**config.mk**
```make
export PLATFORM = sky130hd
export DESIGN_NAME = ball_controller
export DESIGN_NICKNAME = d
export VERILOG_FILES = /design/src/rtl/ball_controller.sv
export SDC_FILE = /design/constraint.sdc
export NUM_CORES = 1
export LEC_CHECK = 0
export CORE_MARGIN = 1.5
export CORE_UTILIZATION = 40
export DETAILED_ROUTE_END_ITERATION = 6
export PLACE_DENSITY = 0.63
export SYNTH_ARGS = -nofsm -noshare
export SYNTH_HDL_FRONTEND = slang
export SYNTH_SLANG_ARGS = --single-unit
```
**constraint.sdc**
```tcl
create_clock -name i_Clk -period 3.4 [get_ports i_Clk]
set_input_delay 0.51 -clock i_Clk [delete_from_list [all_inputs] [get_ports i_Clk]]
set_output_delay 0.51 -clock i_Clk [all_outputs]
set_load 0.03 [all_outputs]
```
**src/rtl/ball_controller.sv**
```systemverilog
// Per-frame bouncing-ball sequencer: steps, reflects and commits the ball once per VBlank, plus the ball pixel-enable.
// Optional: define BALL_FRAME_DIV_EN to update only every P_FRAME_DIV-th enabled frame.
module ball_controller #(
  parameter int P_H_VISIBLE = 640,
  parameter int P_V_VISIBLE = 480,
  parameter int P_SIZE      = 16,
  parameter int P_STEP      = 2,
  parameter int P_X0        = 1,
  parameter int P_Y0        = 1,
  parameter int P_FRAME_DIV = 2
) (
  input  logic       i_Clk,
  input  logic       i_Reset,
  input  logic       i_VBlank,
  input  logic       i_Enable,
  input  logic [9:0] i_HPos,
  input  logic [9:0] i_VPos,
  output logic [9:0] o_BallX,
  output logic [9:0] o_BallY,
  output logic       o_Video,
  output logic       o_Busy,
  output logic       o_Bounce
);

  typedef enum logic [1:0] {IDLE, STEP_X, STEP_Y, COMMIT} state_t;

  localparam logic signed [10:0] STEP_S = 11'(P_STEP);
  localparam logic signed [10:0] X_MAX  = 11'(P_H_VISIBLE - P_SIZE + 1);
  localparam logic signed [10:0] Y_MAX  = 11'(P_V_VISIBLE - P_SIZE + 1);
  localparam logic signed [10:0] ONE_S  = 11'sd1;
  localparam logic [10:0]        SIZE_U = 11'(P_SIZE);

  state_t state, state_nxt;
  logic   vblank_q, trig, start;
  logic   dir_x, dir_y, bounce_flag;
  logic signed [10:0] x_w, y_w, x_sum, y_sum;

  assign trig = i_VBlank & ~vblank_q & i_Enable & (state == IDLE);

`ifdef BALL_FRAME_DIV_EN
  localparam int FW = $clog2(P_FRAME_DIV) + 1;
  logic [FW-1:0] frame_cnt;

  // Counter at 0 means this trigger is the one that runs an update.
  assign start = trig & (frame_cnt == '0);

  always_ff @(posedge i_Clk) begin
    if (i_Reset)
      frame_cnt <= '0;
    else if (trig)
      frame_cnt <= (frame_cnt == FW'(P_FRAME_DIV - 1)) ? '0 : frame_cnt + 1'b1;
  end
`else
  assign start = trig;
`endif

  always_ff @(posedge i_Clk) begin
    if (i_Reset) state <= IDLE;
    else         state <= state_nxt;
  end

  always_comb begin
    state_nxt = state;
    case (state)
      IDLE:    if (start) state_nxt = STEP_X;
      STEP_X:  state_nxt = STEP_Y;
      STEP_Y:  state_nxt = COMMIT;
      COMMIT:  state_nxt = IDLE;
      default: state_nxt = IDLE;
    endcase
  end

  always_comb begin
    o_Busy = (state != IDLE);
  end

  assign x_sum = dir_x ? x_w + STEP_S : x_w - STEP_S;
  assign y_sum = dir_y ? y_w + STEP_S : y_w - STEP_S;

  always_ff @(posedge i_Clk) begin
    if (i_Reset) begin
      vblank_q    <= 1'b0;
      x_w         <= 11'(P_X0);
      y_w         <= 11'(P_Y0);
      dir_x       <= 1'b1;
      dir_y       <= 1'b1;
      bounce_flag <= 1'b0;
      o_BallX     <= 10'(P_X0);
      o_BallY     <= 10'(P_Y0);
      o_Bounce    <= 1'b0;
    end else begin
      vblank_q <= i_VBlank;
      o_Bounce <= 1'b0;
      case (state)
        STEP_X: begin
          if (x_sum > X_MAX) begin
            x_w <= X_MAX; dir_x <= 1'b0; bounce_flag <= 1'b1;
          end else if (x_sum < ONE_S) begin
            x_w <= ONE_S; dir_x <= 1'b1; bounce_flag <= 1'b1;
          end else begin
            x_w <= x_sum;
          end
        end
        STEP_Y: begin
          if (y_sum > Y_MAX) begin
            y_w <= Y_MAX; dir_y <= 1'b0; bounce_flag <= 1'b1;
          end else if (y_sum < ONE_S) begin
            y_w <= ONE_S; dir_y <= 1'b1; bounce_flag <= 1'b1;
          end else begin
            y_w <= y_sum;
          end
        end
        // A corner hit sets the flag twice but still yields one pulse.
        COMMIT: begin
          o_BallX     <= x_w[9:0];
          o_BallY     <= y_w[9:0];
          o_Bounce    <= bounce_flag;
          bounce_flag <= 1'b0;
        end
        default: ;
      endcase
    end
  end

  logic [10:0] hx, vy, bx, by;
  assign hx = {1'b0, i_HPos};
  assign vy = {1'b0, i_VPos};
  assign bx = {1'b0, o_BallX};
  assign by = {1'b0, o_BallY};

  always_ff @(posedge i_Clk) begin
    if (i_Reset)
      o_Video <= 1'b0;
    else
      o_Video <= (hx >= bx) && (hx < bx + SIZE_U) && (vy >= by) && (vy < by + SIZE_U);
  end

endmodule
```
==> results.cfg, run 1 <==
[outcome]
outcome = complete, no violations

[place]
placed_cell_area_mm2 = 0.00466
dp_hpwl_mm = 7.04
port_buffers = 46
place.gp.congestion = 0.909
pre_cts_ws_ns = -0.0536
placed_cells = 648

[timing]
finalCriticalPeriod_ns = 3.33
hold_viol = 0
fin_crit_sh = 0.980
finClkSkew_ns = 0.00985
worstMarginPinSlew_ns = 0.621
timing.hold.ws_ns = 0.475
rsz0062_at_grt = true
final_max_slew_viol_count = 0
max-slew-margin-rel = 0.585
fmax_mhz = 300
fin_ws_ns = 0.0687
finalSetupViolCount = 0

[floorplanning]
start_util = 0.418
dieHeight_um = 102
chipWidth_um = 102
ios = 47
dieArea_mm2 = 0.0103
core_mm2 = 0.00933
rows = 35

[synthesis]
synth_edf_count = 0
syn_area_mm2 = 0.00389
syn-num-nets = 549
synthFlopType = dfxtp_1
synth_top_area_cell = dfxtp_1
yosys_register_bits = 50
synth.top_cell.area_share = 0.257
synthCells = 462
async_flop_share = 0
ys_seq_area_frac = 0.257
synth_cell_types = 60
synth_area_leaders = dfxtp_1 (26%), ha_1 (20%), nor2_1 (4.9%)
ys_warn_count = 0
avgSynthCellArea_um2 = 8.43

[cells_and_area]
final_common_cell = ha_1
drive_gt1_frac = 0.140
post-route-cell-area_mm2 = 0.00486
final_cell_mix = ha_1 (56), nor2_1 (51), dfxtp_1 (47)
fill_cells = 899
syn_to_final_growth_pct = 24.7
nets = 617
fin_cells = 659
antenna_cells = 0

[detailed_routing]
viasPerCell = 5.25
wirelength_mm = 8.94
drtIter0Drc = 162
dr.pass1.iters = 4
drc = 0
vias = 3457
wire_per_inst_um = 13.6
ant_nets = 0

[clocking]
numCtsBuffers = 5
cts_sinks = 50
insertion_delay_ns = 0.30
cts_tree = yes
clk_path_buf_depth = 2
path_clk_slew_ns = 0.09
htreeDepth = 2
cts_root_buffer = clkbuf_8

[pwr]
powerDensity_mw_per_mm2 = 375
vdd_drop_max_v = 0.000308
leakagePower_nw = 1.92
power.total_mw = 1.82

[critical_path]
path_cells = inv_6 > fa_2 > a21o_1 > a21oi_2 > xnor2_1 > or4_1 > or4_4 > nor3_2 > ha_1 > inv_2 > a311oi_2 > mux2_1
arrival_ns = 3.53
cp.required_ns = 3.60
critPathSlowestCell = or4_4
cp-end-kind = register
cp_slowest_stage_delay_ns = 0.55
cp_max_fo = 6
startpoint_type = register
crit_type = reg2reg

[global_route]
grt.total_usage = 0.175
grt_pass1_vias = 3275
grt_pass1_wl_mm = 14.8
grt-ovfl-total = 0
grt_max_degree = 25
antenna_found_initial = 0

[run]
cap_violations = 0

[min_path]
min_path_type = reg2reg
[area by class of cell]
cell class / count / area, µm² / share of cell area
multi-input cells: 362 / 2780 / 0.573
flip-flops and latches: 50 / 1010 / 0.207
repair buffers: 76 / 687 / 0.141
well taps: 129 / 161 / 0.0332
inverters: 35 / 136 / 0.0281
clock buffers: 5 / 68.8 / 0.0142
clock inverters: 2 / 15.0 / 0.00309
[logic make-up (layout without fill, tap and decap cells)]
family,Yosys count,in the layout,synth area share
AND/OR/NAND/NOR,139,139,0.178
XOR/XNOR,20,20,0.0450
flip-flops,50,50,0.257
AO/OA/AOI/OAI,121,121,0.215
multiplexers,19,19,0.0491
adder cells (fa/ha/maj),63,63,0.206
buffers and inverters,50,118,0.0495
[power by group]
part           switching [mW]  internal, mW
Sequential             0.0722         0.656
Clock                   0.196         0.141
Combinational           0.423         0.332
Total                   0.692          1.13
[synthesized netlist by cell type, types with 3 or more instances]
| library cell | instances |
|---|---|
| nand2_1 | 22 |
| or4_1 | 3 |
| o21a_1 | 5 |
| o211ai_1 | 4 |
| xor2_1 | 4 |
| nand4_1 | 7 |
| mux2i_1 | 18 |
| nor2_1 | 51 |
| inv_1 | 34 |
| ha_1 | 61 |
| o21ai_2 | 3 |
| a21o_1 | 7 |
| a31oi_1 | 4 |
| a21oi_1 | 36 |
| clkbuf_1 | 10 |
| nor3_1 | 8 |
| o21bai_1 | 4 |
| nand3_1 | 15 |
| and3_1 | 4 |
| dfxtp_1 | 50 |
| xnor2_1 | 16 |
| a311oi_1 | 3 |
| a211oi_1 | 9 |
| nor2b_1 | 10 |
| nand2b_1 | 4 |
| buf_2 | 3 |
| o21ai_0 | 20 |
| a21boi_0 | 3 |
| a211o_1 | 4 |
[routing by layer]
layer | share of wire | up-vias | track usage
li1 | - | 1805 | -
met1 | 0.52 | 1576 | 0.245
met2 | 0.44 | 68 | 0.290
met3 | 0.034 | 8 | 0.0193
met4 | 0.0083 | 0 | 0.0385
met5 | 0 | - | 0
[final timing paths]
kind            from           to  slack, ns  cells past startpoint
min          y_w[10]      y_w[10]       0.47                      2
max            dir_y  bounce_flag       0.07                     12
min reg2reg  y_w[10]      y_w[10]       0.47                      2
max reg2reg    dir_y  bounce_flag       0.07                     12
[sequential cells by signal (all words and copies together) (netlist names)]
register / count
vblank_q: 1
x_w: 11
bounce_flag: 1
y_w: 11
state: 2
o_Bounce: 1
o_BallY: 10
dir_x: 1
o_Video: 1
dir_y: 1
o_BallX: 10
[what timing repair did]
item,in CTS,in global routing
pin swaps,2,16
resized for setup,4,19
setup endpoints to repair,6,21
gates cloned,0,1
hold buffers,0,0
setup buffers,1,2
[worst max-delay path, delay by kind of cell, from the launching register on]
kind                       cells  cell delay (ns)
and+or+nand+nor                3             1.15
AOI/OAI and AO/OA              3             0.59
adders and majority gates      2             0.56
DFF                            1             0.39
muxes                          1             0.34
buffers and inverters          2             0.11
xor gates and xnor gates       1             0.09
[metrics by stage]
| stage | utilization | setup TNS [ns] |
|---|---|---|
| finish | 0.521 | 0 |
| global route | 0.521 | -0.472 |
| CTS | 0.511 | 0 |
| detailed placement | 0.499 | -0.110 |
| global placement | 0.499 | 0 |
| floorplan | - | 0 |
No activity file was read; power rests on OpenSTA's default activity.
==> run 2: changes to the inputs <==
--- a/config.mk
+++ b/config.mk
@@ -9,6 +9,7 @@
 export CORE_UTILIZATION = 40
 export DETAILED_ROUTE_END_ITERATION = 6
 export PLACE_DENSITY = 0.63
+export SKIP_CTS_REPAIR_TIMING = 1
 export SYNTH_ARGS = -nofsm -noshare
 export SYNTH_HDL_FRONTEND = slang
 export SYNTH_SLANG_ARGS = --single-unit
==> results.cfg, run 2 (synthesis results as in run 1) <==
[timing]
fin_ws_ns = -0.00303
fmax_mhz = 294
finalSetupViolCount = 1
rsz0062_at_grt = true
max-slew-margin-rel = 0.568
timing.hold.ws_ns = 0.476
finClkSkew_ns = 0.00854
final_max_slew_viol_count = 0
fin_crit_sh = 1.00
finalCriticalPeriod_ns = 3.40
hold_viol = 0
worstMarginPinSlew_ns = 0.646

[cells_and_area]
nets = 615
fin_cells = 657
top_regs = x_w: 11 flops, y_w: 11 flops
final_util = 0.519
syn_to_final_growth_pct = 24.3
drive_gt1_frac = 0.138
final_cell_mix = ha_1 (57), nor2_1 (51), dfxtp_1 (48)
antenna_cells = 0
final_common_cell = ha_1

[floorplanning]
dieArea_mm2 = 0.0103
ios = 47
core_mm2 = 0.00933
start_util = 0.418
rows = 35
chipWidth_um = 102
dieHeight_um = 102

[outcome]
outcome = finished with violations
violations = negative setup slack

[detailed_routing]
drc = 0
wirelength_mm = 9.04
viasPerCell = 5.27
wl_met2_mm = 4.05
wirelength_met1_mm = 4.68
wire_per_inst_um = 13.8
vias = 3464
met3_length_um = 212
top_layer = met4
drtIter0Drc = 163
dr.pass1.iters = 4
ant_nets = 0

[clocking]
numCtsBuffers = 5
cts_root_buffer = clkbuf_8
path_clk_slew_ns = 0.09
cts_tree = yes
cts_sinks = 50
htreeDepth = 2
insertion_delay_ns = 0.30
clk_path_buf_depth = 2

[place]
placed_cells = 648
dp_hpwl_mm = 7.04
port_buffers = 46
place.gp.congestion = 0.909

[run]
cap_violations = 0

[pwr]
powerDensity_mw_per_mm2 = 377
pwr-share-seq = 0.398
sw_frac_of_total = 0.380
leakagePower_nw = 1.92
vdd_drop_max_v = 0.000310
p_clk_frac = 0.184
p_int_mw = 1.13
pwr-share-comb = 0.418
power.total_mw = 1.82
power.net_switching_mw = 0.693

[critical_path]
r2r_cells = 11
critPathSlowestCell = or4_4
cp_slowest_stage_delay_ns = 0.55
crit_type = reg2reg
arrival_ns = 3.60
cp-end-kind = register
cp_max_fo = 4
startpoint_type = register
path_cells = ha_4 > a21o_1 > a211o_1 > o21a_1 > or4_1 > or4_4 > nor3_2 > ha_1 > inv_2 > a311oi_2 > mux2_1
cp.required_ns = 3.60

[global_route]
antenna_found_initial = 0
grt-ovfl-total = 0
grt.total_usage = 0.175
grt_pass1_vias = 3274
grt_pass1_wl_mm = 14.7
grt_max_degree = 25

[min_path]
whs_path_depth = 2
min_path_type = reg2reg
==> run 2: path summary, 6_finish.rpt <==
path                 from     endpoint  slack, ns
hold reg to reg   y_w[10]      y_w[10]       0.48
hold / removal    y_w[10]      y_w[10]       0.48
setup reg to reg   y_w[2]  bounce_flag     -0.003
setup / recovery   y_w[2]  bounce_flag     -0.003
==> run 2: through the flow <==
stage          worst slack (ns)  area [µm²]   TNS, ns
3_3_place_gp            0.00166        4660         0
5_1_grt                  -0.158        4840     -1.06
4_1_cts                 -0.0764        4740    -0.210
3_5_place_dp            -0.0536        4660    -0.110
6_report               -0.00303        4840  -0.00303
2_1_floorplan            0.0175        3900         0
==> run 2: power groups by stage <==
stage	clock network, mW	registers, mW	logic, mW
after CTS	0.354	0.725	0.736
final	0.335	0.727	0.762
after global routing	0.370	0.738	0.848
after floorplan	0	0.739	0.509
after detailed placement	0	0.739	0.733
after global placement	0	0.736	0.718
==> run 2: layer usage <==
layer,track usage,up-vias
met5,0,-
met3,0.0193,9
met2,0.290,51
met1,0.244,1595
li1,-,1809
met4,0.0385,0
==> run 2: layout make-up <==
cell class	count	area (µm²)
flip-flops and latches	50	1010
clock inverters	2	15.0
well taps	129	161
inverters	35	139
fillers	900	4480
multi-input cells	362	2780
clock buffers	5	68.8
repair buffers	74	672
==> run 2: worst max-delay path, delay by kind of cell (launching register included) <==
kind | cells | cell delay, ns
and+or+nand+nor | 3 | 1.08
AOI/OAI and AO/OA | 4 | 0.91
DFF | 1 | 0.47
adders and majority gates | 2 | 0.44
muxes | 1 | 0.34
buffers and inverters | 1 | 0.06
